==> config.mk <==
export PLATFORM = sky130hd
export DESIGN_NAME = spi_flash_reader
export DESIGN_NICKNAME = d
export VERILOG_FILES = /design/src/rtl/spi_flash_reader.sv
export SDC_FILE = /design/constraint.sdc
export NUM_CORES = 1
export LEC_CHECK = 0
export CAP_MARGIN = 20
export CORE_ASPECT_RATIO = 1.25
export CORE_UTILIZATION = 35
export DETAILED_ROUTE_END_ITERATION = 12
export PLACE_DENSITY_LB_ADDON = 0.15
export SYNTH_ARGS = -nofsm -noshare
export SYNTH_HDL_FRONTEND = slang
export SYNTH_SLANG_ARGS = --single-unit
==> constraint.sdc <==
create_clock -name clk -period 2.09 [get_ports clk]
set_clock_uncertainty 0.1 [all_clocks]
set_input_delay 0.3135 -clock clk [delete_from_list [all_inputs] [get_ports clk]]
set_output_delay 0.3135 -clock clk [all_outputs]
set_load 0.01 [all_outputs]
==> src/rtl/spi_flash_reader.sv <==
// Serial-flash READ sequencer that owns the SPI master register port and arbitrates CPU access.
// Optional macro SPI_FLASH_FASTREAD_EN selects FAST_READ (opcode 0Bh plus one dummy byte).
module spi_flash_reader #(
   parameter int         LEN_W    = 16,
   parameter logic [7:0] CMD_READ = 8'h03
) (
   input  logic             clk,
   input  logic             resetn,
   input  logic             start_i,
   input  logic [23:0]      addr_i,
   input  logic [LEN_W-1:0] len_i,
   output logic             busy_o,
   output logic             done_o,
   output logic [7:0]       byte_o,
   output logic             byte_valid_o,
   input  logic             byte_ready_i,
   input  logic [7:0]       cpu_d_i,
   input  logic             cpu_wr_i,
   input  logic             cpu_rd_i,
   input  logic             cpu_ad_i,
   output logic [7:0]       cpu_d_o,
   output logic             cpu_blocked_o,
   output logic [7:0]       spi_d_o,
   input  logic [7:0]       spi_d_i,
   output logic             spi_wr_o,
   output logic             spi_rd_o,
   output logic             spi_ad_o
);
   // state  | meaning
   // IDLE   | CPU owns the SPI port, waiting for start_i
   // SEL    | CONTROL write 01h (select flash)
   // TX     | DATA write of next header or 00h fill byte
   // POLL   | CONTROL read until BUSY clears
   // RDBYTE | DATA read, capture received byte
   // PUSH   | hold byte until consumer accepts it
   // DESEL  | CONTROL write 00h (deselect flash)
   // DONE   | one-cycle completion pulse
   typedef enum logic [2:0] {
      IDLE, SEL, TX, POLL, RDBYTE, PUSH, DESEL, DONE
   } state_t;

`ifdef SPI_FLASH_FASTREAD_EN
   localparam int               HDR_W    = 3;
   localparam logic [7:0]       OPCODE   = 8'h0B;
   localparam logic [HDR_W-1:0] HDR_LAST = 3'd4;
`else
   localparam int               HDR_W    = 2;
   localparam logic [7:0]       OPCODE   = CMD_READ;
   localparam logic [HDR_W-1:0] HDR_LAST = 2'd3;
`endif

   state_t             state_q, state_d;
   logic [LEN_W-1:0]   cnt_q, cnt_d;
   logic [23:0]        addr_q, addr_d;
   logic [HDR_W-1:0]   hdr_idx_q, hdr_idx_d;
   logic               in_hdr_q, in_hdr_d;
   logic               rx_q, rx_d;
   logic [7:0]         byte_q, byte_d;
   logic               byte_valid_q, byte_valid_d;
   logic               blocked_q, blocked_d;
   logic [7:0]         hdr_byte;
   logic               fsm_wr, fsm_rd, fsm_ad;
   logic [7:0]         fsm_dat;

   // Indices past the address (the FAST_READ dummy) fall through to 00h.
   always_comb begin
      hdr_byte = 8'h00;
      case (hdr_idx_q)
         HDR_W'(0): hdr_byte = OPCODE;
         HDR_W'(1): hdr_byte = addr_q[23:16];
         HDR_W'(2): hdr_byte = addr_q[15:8];
         HDR_W'(3): hdr_byte = addr_q[7:0];
         default:   hdr_byte = 8'h00;
      endcase
   end

   always_comb begin
      state_d      = state_q;
      cnt_d        = cnt_q;
      addr_d       = addr_q;
      hdr_idx_d    = hdr_idx_q;
      in_hdr_d     = in_hdr_q;
      rx_d         = rx_q;
      byte_d       = byte_q;
      byte_valid_d = byte_valid_q;
      fsm_wr       = 1'b0;
      fsm_rd       = 1'b0;
      fsm_ad       = 1'b0;
      fsm_dat      = 8'h00;
      case (state_q)
         IDLE: begin
            if (start_i) begin
               addr_d    = addr_i;
               cnt_d     = len_i;
               hdr_idx_d = '0;
               in_hdr_d  = 1'b1;
               rx_d      = 1'b0;
               state_d   = (len_i == '0) ? DONE : SEL;
            end
         end
         SEL: begin
            fsm_wr  = 1'b1;
            fsm_dat = 8'h01;
            state_d = TX;
         end
         TX: begin
            fsm_wr = 1'b1;
            fsm_ad = 1'b1;
            if (in_hdr_q) begin
               fsm_dat   = hdr_byte;
               hdr_idx_d = hdr_idx_q + 1'b1;
               in_hdr_d  = (hdr_idx_q != HDR_LAST);
               rx_d      = 1'b0;
            end else begin
               rx_d = 1'b1;
            end
            state_d = POLL;
         end
         POLL: begin
            fsm_rd = 1'b1;
            if (!spi_d_i[7]) state_d = rx_q ? RDBYTE : TX;
         end
         RDBYTE: begin
            fsm_rd       = 1'b1;
            fsm_ad       = 1'b1;
            byte_d       = spi_d_i;
            byte_valid_d = 1'b1;
            state_d      = PUSH;
         end
         PUSH: begin
            if (byte_ready_i) begin
               byte_valid_d = 1'b0;
               cnt_d        = cnt_q - 1'b1;
               state_d      = (cnt_q == LEN_W'(1)) ? DESEL : TX;
            end
         end
         DESEL: begin
            fsm_wr  = 1'b1;
            state_d = DONE;
         end
         DONE:    state_d = IDLE;
         default: state_d = IDLE;
      endcase
   end

   assign busy_o = (state_q != IDLE) && (state_q != DONE);
   assign done_o = (state_q == DONE);

   always_comb begin
      blocked_d = blocked_q;
      if (busy_o && (cpu_wr_i || cpu_rd_i))
         blocked_d = 1'b1;
      else if (!busy_o && cpu_rd_i && !cpu_ad_i)
         blocked_d = 1'b0;
   end

   always_ff @(posedge clk or negedge resetn) begin
      if (!resetn) begin
         state_q      <= IDLE;
         cnt_q        <= '0;
         addr_q       <= '0;
         hdr_idx_q    <= '0;
         in_hdr_q     <= 1'b0;
         rx_q         <= 1'b0;
         byte_q       <= 8'h00;
         byte_valid_q <= 1'b0;
         blocked_q    <= 1'b0;
      end else begin
         state_q      <= state_d;
         cnt_q        <= cnt_d;
         addr_q       <= addr_d;
         hdr_idx_q    <= hdr_idx_d;
         in_hdr_q     <= in_hdr_d;
         rx_q         <= rx_d;
         byte_q       <= byte_d;
         byte_valid_q <= byte_valid_d;
         blocked_q    <= blocked_d;
      end
   end

   assign byte_o        = byte_q;
   assign byte_valid_o  = byte_valid_q;
   assign cpu_blocked_o = blocked_q;
   assign cpu_d_o       = busy_o ? 8'hFF : spi_d_i;
   assign spi_wr_o      = busy_o ? fsm_wr  : cpu_wr_i;
   assign spi_rd_o      = busy_o ? fsm_rd  : cpu_rd_i;
   assign spi_ad_o      = busy_o ? fsm_ad  : cpu_ad_i;
   assign spi_d_o       = busy_o ? fsm_dat : cpu_d_i;

endmodule

# Word level (Yosys, flattened, before mapping)
# Cells that the tools add are included.
[totals] register_bits=57 input_bits=63 out_inout_bits=31 elab_cells=86
[op_classes] n_addsub=2 eq_ne=17 mux=34 n_reduce_logical=24
[op_table] cell="16-bit 2-to-1 mux" count=2
[op_table] cell="16-bit one-hot mux with 2 select lines" count=1
[op_table] cell="8-bit one-hot mux with 4 select lines" count=1
[op_table] cell="8-bit 2-to-1 mux" count=3
[op_table] cell="3-bit one-hot mux with 8 select lines" count=1
[op_table] cell="3-bit 2-to-1 mux" count=6
[op_table] cell="16-bit by 1-bit equality test with 1-bit output (second input constant)" count=1
[op_table] cell="16-bit logical NOT" count=1
[op_table] cell="8-bit one-hot mux with 2 select lines" count=1
[op_table] cell="16-bit by 1-bit subtractor with 16-bit output (second input constant)" count=1
[op_table] cell="1-bit 2-to-1 mux" count=13
[op_table] cell="3-bit equality test (second input constant)" count=4
[op_table] cell="2-bit inequality test (second input constant)" count=5
[op_table] cell="3-bit AND reduction" count=3
[op_table] cell="2-bit nonzero test" count=4
[op_table] cell="3-bit by 2-bit equality test with 1-bit output (second input constant)" count=2
[op_table] cell="1-bit one-hot mux with 2 select lines" count=3
[op_table] cell="2-bit AND reduction" count=3
[op_table] cell="2-bit equality test (second input constant)" count=2
[op_table] cell="1-bit logical AND" count=4
[op_table] cell="2-bit 2-to-1 mux" count=2
[op_table] cell="2-bit one-hot mux with 2 select lines" count=1
[op_table] cell="2-bit OR reduction" count=2
[op_table] cell="3-bit by 1-bit equality test with 1-bit output (second input constant)" count=1
[op_table] cell="other kinds (9)" count=10

# Longest topological paths before layout
[logic_depth] ltp_word=7 mapped_depth=7 mapped_depth_nobuf=6

# Least setup slack after synthesis
# No wires, ideal clock.
[synth_timing] kind="flip-flop to flip-flop" start="register cnt_q[0]" end="register cnt_q[10]" setup_ns=0.079 t_arrival_ns=1.868 t_required_ns=1.911 slack_ns=0.043 stages_incl_launch_ff=7 path_buffers=0 period_less_slack_ns=2.047 cell_sequence="dfrtp_1 -> inv_1 -> ha_1 -> or3b_4 -> or4_4 -> a21oi_2 -> a2bb2oi_1"
[synth_via] elab_chain_len=3
[synth_lines] element="start, declared" line="53" text="logic [LEN_W-1:0] cnt_q, cnt_d;"
[synth_lines] element="start signal, assigned" line="170" text="cnt_q <= cnt_d;"
[synth_lines] element="16-bit by 1-bit subtractor with 16-bit output" line="133" text="cnt_d = cnt_q - 1'b1;"
[synth_lines] element="16-bit 2-to-1 mux" line="131" text="if (byte_ready_i) begin"
[synth_lines] element="16-bit one-hot mux with 2 select lines" line="90" text="case (state_q)"
# No other way between the ends. The select of a mux whose other input is x is not followed.
# A chain may end at the register's enable or synchronous reset.

# Worst setup path after layout
[layout_timing] start="register hdr_idx_q[0]" end="output spi_d_o[4]"
[layout_via] elab_chain_len=5 word_cells_on_any_way=8 cone_classes="eq/ne: 3; mux: 4; reduce/logical: 1"
[layout_lines] element="start, declared" line="55" text="logic [HDR_W-1:0] hdr_idx_q, hdr_idx_d;"
[layout_lines] element="start signal, assigned" line="172" text="hdr_idx_q <= hdr_idx_d;"
[layout_lines] element="2-bit equality test (tied with other cells)" line="68" text="case (hdr_idx_q)"
[layout_lines] element="8-bit one-hot mux with 4 select lines *" line="68"
[layout_lines] element="8-bit 2-to-1 mux *" line="109" text="if (in_hdr_q) begin"
[layout_lines] element="8-bit one-hot mux with 2 select lines *" line="90"
[layout_lines] element="8-bit 2-to-1 mux *" line="188" text="assign spi_d_o = busy_o ? fsm_dat : cpu_d_i;"
[layout_lines] element="end, declared" line="23" text="output logic [7:0] spi_d_o,"
# Every way passes the cells marked *; elsewhere a longest branch is shown, timed or not.

==> key figures <==
Status
  • Status: complete, but fails checks
  • Violated checks: negative setup slack

Final layout
  • Area grow syn2layout: 55.6%
  • Most frequent cells in the layout: 71 x clkdlybuf4s50_1, 55 x dfrtp_1, 39 x buf_4
  • Ant diodes: 0
  • Area of the multi-input gates: ~1800 µm²
  • Leading cell type in the layout, fill and taps excluded: clkdlybuf4s50_1
  • Fin nets: 533
  • Share of cells above drive strength 1: 29.9%
  • Fillcell total: 788
  • FF+latch area: between 1000 and 1500 µm²

Logic synthesis
  • Yosys reg bits: 57
  • Syn Nets: 392
  • YS warnings: 0
  • Ys flop type: dfrtp_1
  • EDFF count, synth: 0
  • Mean Syn Cell Area: 9.95 µm²
  • Cell Area, Synth: between 3000 and 4000 µm²
  • Distinct cell type count after synthesis: 55
  • Asr flop ratio synth: 100%
  • Sequential share of the synthesized area: 44.4%
  • Mapped Cells: 323

Setup path
  • R2R cell count: 4
  • Crit path cell chain: buf_6, ha_4, buf_6, buf_6, a222oi_1, o21ai_1, buf_2
  • R2r setup slk: 0.06 ns
  • Startpoint class of the critical path: register
  • CP Class: reg -> out
  • Max stage delay on crit path: 0.44 ns
  • Setup crit end kind: primary output
  • CP arrival: about 1.8 ns
  • Crit-path slowest cell: dfrtp_2
  • Req. time, crit path: 1.68 ns
  • R2r startpoint: cnt_q[4]
  • CP Max Fanout: 8
  • Buf/Inv on CP: 4
  • CP most frequent cell: buf_6
  • Crit path max-delay family: buffers and inverters
  • Worst reg2reg path endpoint: cnt_q[10]

Power and ir drop
  • Leak pwr: approximately 2.1 nW
  • Worst VDD drop: approximately 0.65 mV
  • Power density cells: 1340 nW/µm²
  • Final Total Pwr: 0.00672 W

Route
  • Initial DRC count: 150
  • WL per Instance: 15.3 µm
  • Via/cell ratio: 5.21
  • Drt first pass iters: 5
  • DRC viols: 0
  • Total wire length: 9020 µm
  • DRT antenna net count: 0
  • Via count: between 3000 and 4000

Die
  • Chip height: 109 µm
  • Die width: 87.7 µm
  • Cell Rows: 38
  • Die area: around 9600 µm²
  • Initial Utilization: 36.5%
  • Core area: 8800 µm²
  • I/O pin count: 94

Hold path
  • Hold endpoint: addr_q[5]
  • Worst min path class: reg -> reg
  • Hold path startpoint: addr_q[5]
  • Cells on Worst Hold Path: 1

STA
  • Slew @ Worst Pin: 0.387 ns
  • Max-slew violations: 0
  • Final min period: about 2.2 ns
  • Setup Viol. Count Final: 9
  • Fmax: 451 MHz
  • Final setup margin: -0.125 ns
  • RSZ-0062 raised after global routing: yes
  • Final hold vios: 0
  • Hold WS: 0.388 ns
  • Period utilization: 106%
  • Max_slew headroom: 74.0%

GRT
  • Largest net degree at the start of global routing: 58
  • Total Routing Usage GR: about a fifth
  • Initial antenna violation count: 0
  • Grt ovf: 0
  • Vias in the first global route: 3032
  • First-pass GRT wire length: about 14000 µm

Flow run
  • Max-cap violations: 0

Clock network
  • Clock Path Buffers: 2
  • Root buf cell: clkbuf_8
  • CTS Sinks: 57
  • CTS tree: built
  • CTS buffer count: 9
  • Clk_lat worst skew: 0.34 ns
  • H-Tree Depth: 3
  • Reg clk slew, reported paths: ~0.070 ns

Place
  • I/O Buffers: 93
  • DPL Wire Length: approximately 6300 µm
  • Final GP Congestion: 0.833
## timing repair
item | 4_1_cts | 5_1_grt
setup buffers | 10 | 4
endpoints found under the hold margin | 57 | 0
hold buffers | 1 | 0
pin swaps | 13 | 12
gates cloned | 1 | 1
gates resized for setup | 107 | 35
endpoints found under the setup margin | 21 | 34
## logic make-up (layout without fill, tap and decap cells)
logic type                 after synthesis  in the layout  synth area share (%)
AOI/OAI and AO/OA                       92             93                  18.9
adders and majority gates                6              6                  2.34
buffers and inverters                   33            178                  4.17
DFF                                     57             57                  44.4
muxes                                   34             34                  11.8
and+or+nand+nor                        101            101                  18.4
## how the worst max path moves through the flow
| stage | slack, ns | from | endpoint | depth (start not counted) |
|---|---|---|---|---|
| finish | -0.13 | hdr_idx_q[0] | spi_d_o[4] | 7 |
| global route | -0.24 | hdr_idx_q[0] | spi_d_o[0] | 7 |
| CTS | -0.15 | hdr_idx_q[1] | spi_d_o[0] | 7 |
| detailed placement | -0.25 | hdr_idx_q[0] | spi_d_o[0] | 7 |
| global placement | -0.18 | state_q[1] | spi_d_o[0] | 5 |
| floorplan | 0.04 | cnt_q[0] | cnt_q[10] | 6 |
## sequential cells by signal (all words and copies together) (netlist names)
signal,count
rx_q,1
addr_q,24
byte_valid_o,1
state_q,3
hdr_idx_q,2
byte_o,8
cpu_blocked_o,1
in_hdr_q,1
cnt_q,16
## stage by stage
step	worst slack (ns)	cells	utilization, %	setup TNS (ns)	area [µm²]
finish	-0.125	589	56.9	-0.664	5000
global route	-0.243	589	56.9	-1.75	5000
CTS	-0.154	586	55.2	-1.25	4860
detailed placement	-0.253	558	51.9	-2.01	4570
global placement	-0.185	558	51.9	-1.70	4570
floorplan	0.0430	323	-	0	3210
## cells in the mapped netlist, types with 2 or more instances
cell,instances,share of area [%]
nor2_1,21,2.5
nand4_1,4,0.78
nand2b_1,9,1.8
mux2i_1,2,0.62
o22ai_1,7,1.4
a222oi_1,6,1.9
clkbuf_1,12,1.4
buf_2,8,1.2
a21oi_2,2,0.55
nor3_1,6,0.93
inv_1,10,1.2
and3b_1,2,0.55
nand3_1,6,0.93
buf_1,2,0.23
or2_1,2,0.39
o21ai_1,16,2.5
and3_1,2,0.39
dfrtp_1,57,44
a21oi_1,22,3.4
o21ai_0,8,1.2
nand3b_1,2,0.47
a2bb2oi_1,7,1.9
nand2_1,25,2.9
mux2_1,24,8.4
nor4_1,4,0.78
o211ai_1,4,0.93
a21o_1,4,0.93
or4_1,2,0.47
ha_1,6,2.3
nor3b_1,3,0.70
nor4_4,2,1.3
mux2_2,8,2.8
and2_1,2,0.39
a32oi_1,2,0.55
a22oi_1,4,0.93
## worst register-to-register path, delay by kind of cell (launching register included)
| kind | cells | cell delay (ns) |
|---|---|---|
| AOI/OAI and AO/OA | 2 | 0.31 |
| DFF | 1 | 0.47 |
| and+or+nand+nor | 2 | 1.07 |
## routing by layer
| layer | global-route usage (%) | wire [µm] | vias to the layer above |
|---|---|---|---|
| met5 | 0 | 0 | - |
| met2 | 33.6 | 4580 | 102 |
| met4 | 6.56 | 120 | 0 |
| met1 | 24.1 | 3850 | 1474 |
| met3 | 5.07 | 471 | 10 |
| li1 | - | - | 1485 |
## where the power goes
group / switching, W / internal, W / total (W) / leakage, nW
clock network: 0.000459 / 0.000458 / 0.000917 / 0.0891
logic: 0.00170 / 0.00202 / 0.00372 / 1.32
registers: 0.000425 / 0.00165 / 0.00208 / 0.671
## cell type report
cell class	instances	area share [%]
inverter	11	0.925
timing repair buffer	151	28.1
tap	120	3.00
clock buffer	11	2.83
sequential	57	28.6
clock inverter	5	0.625
multi-input combinational	234	36.0
Note: power is estimated with default switching activity, not from simulation.
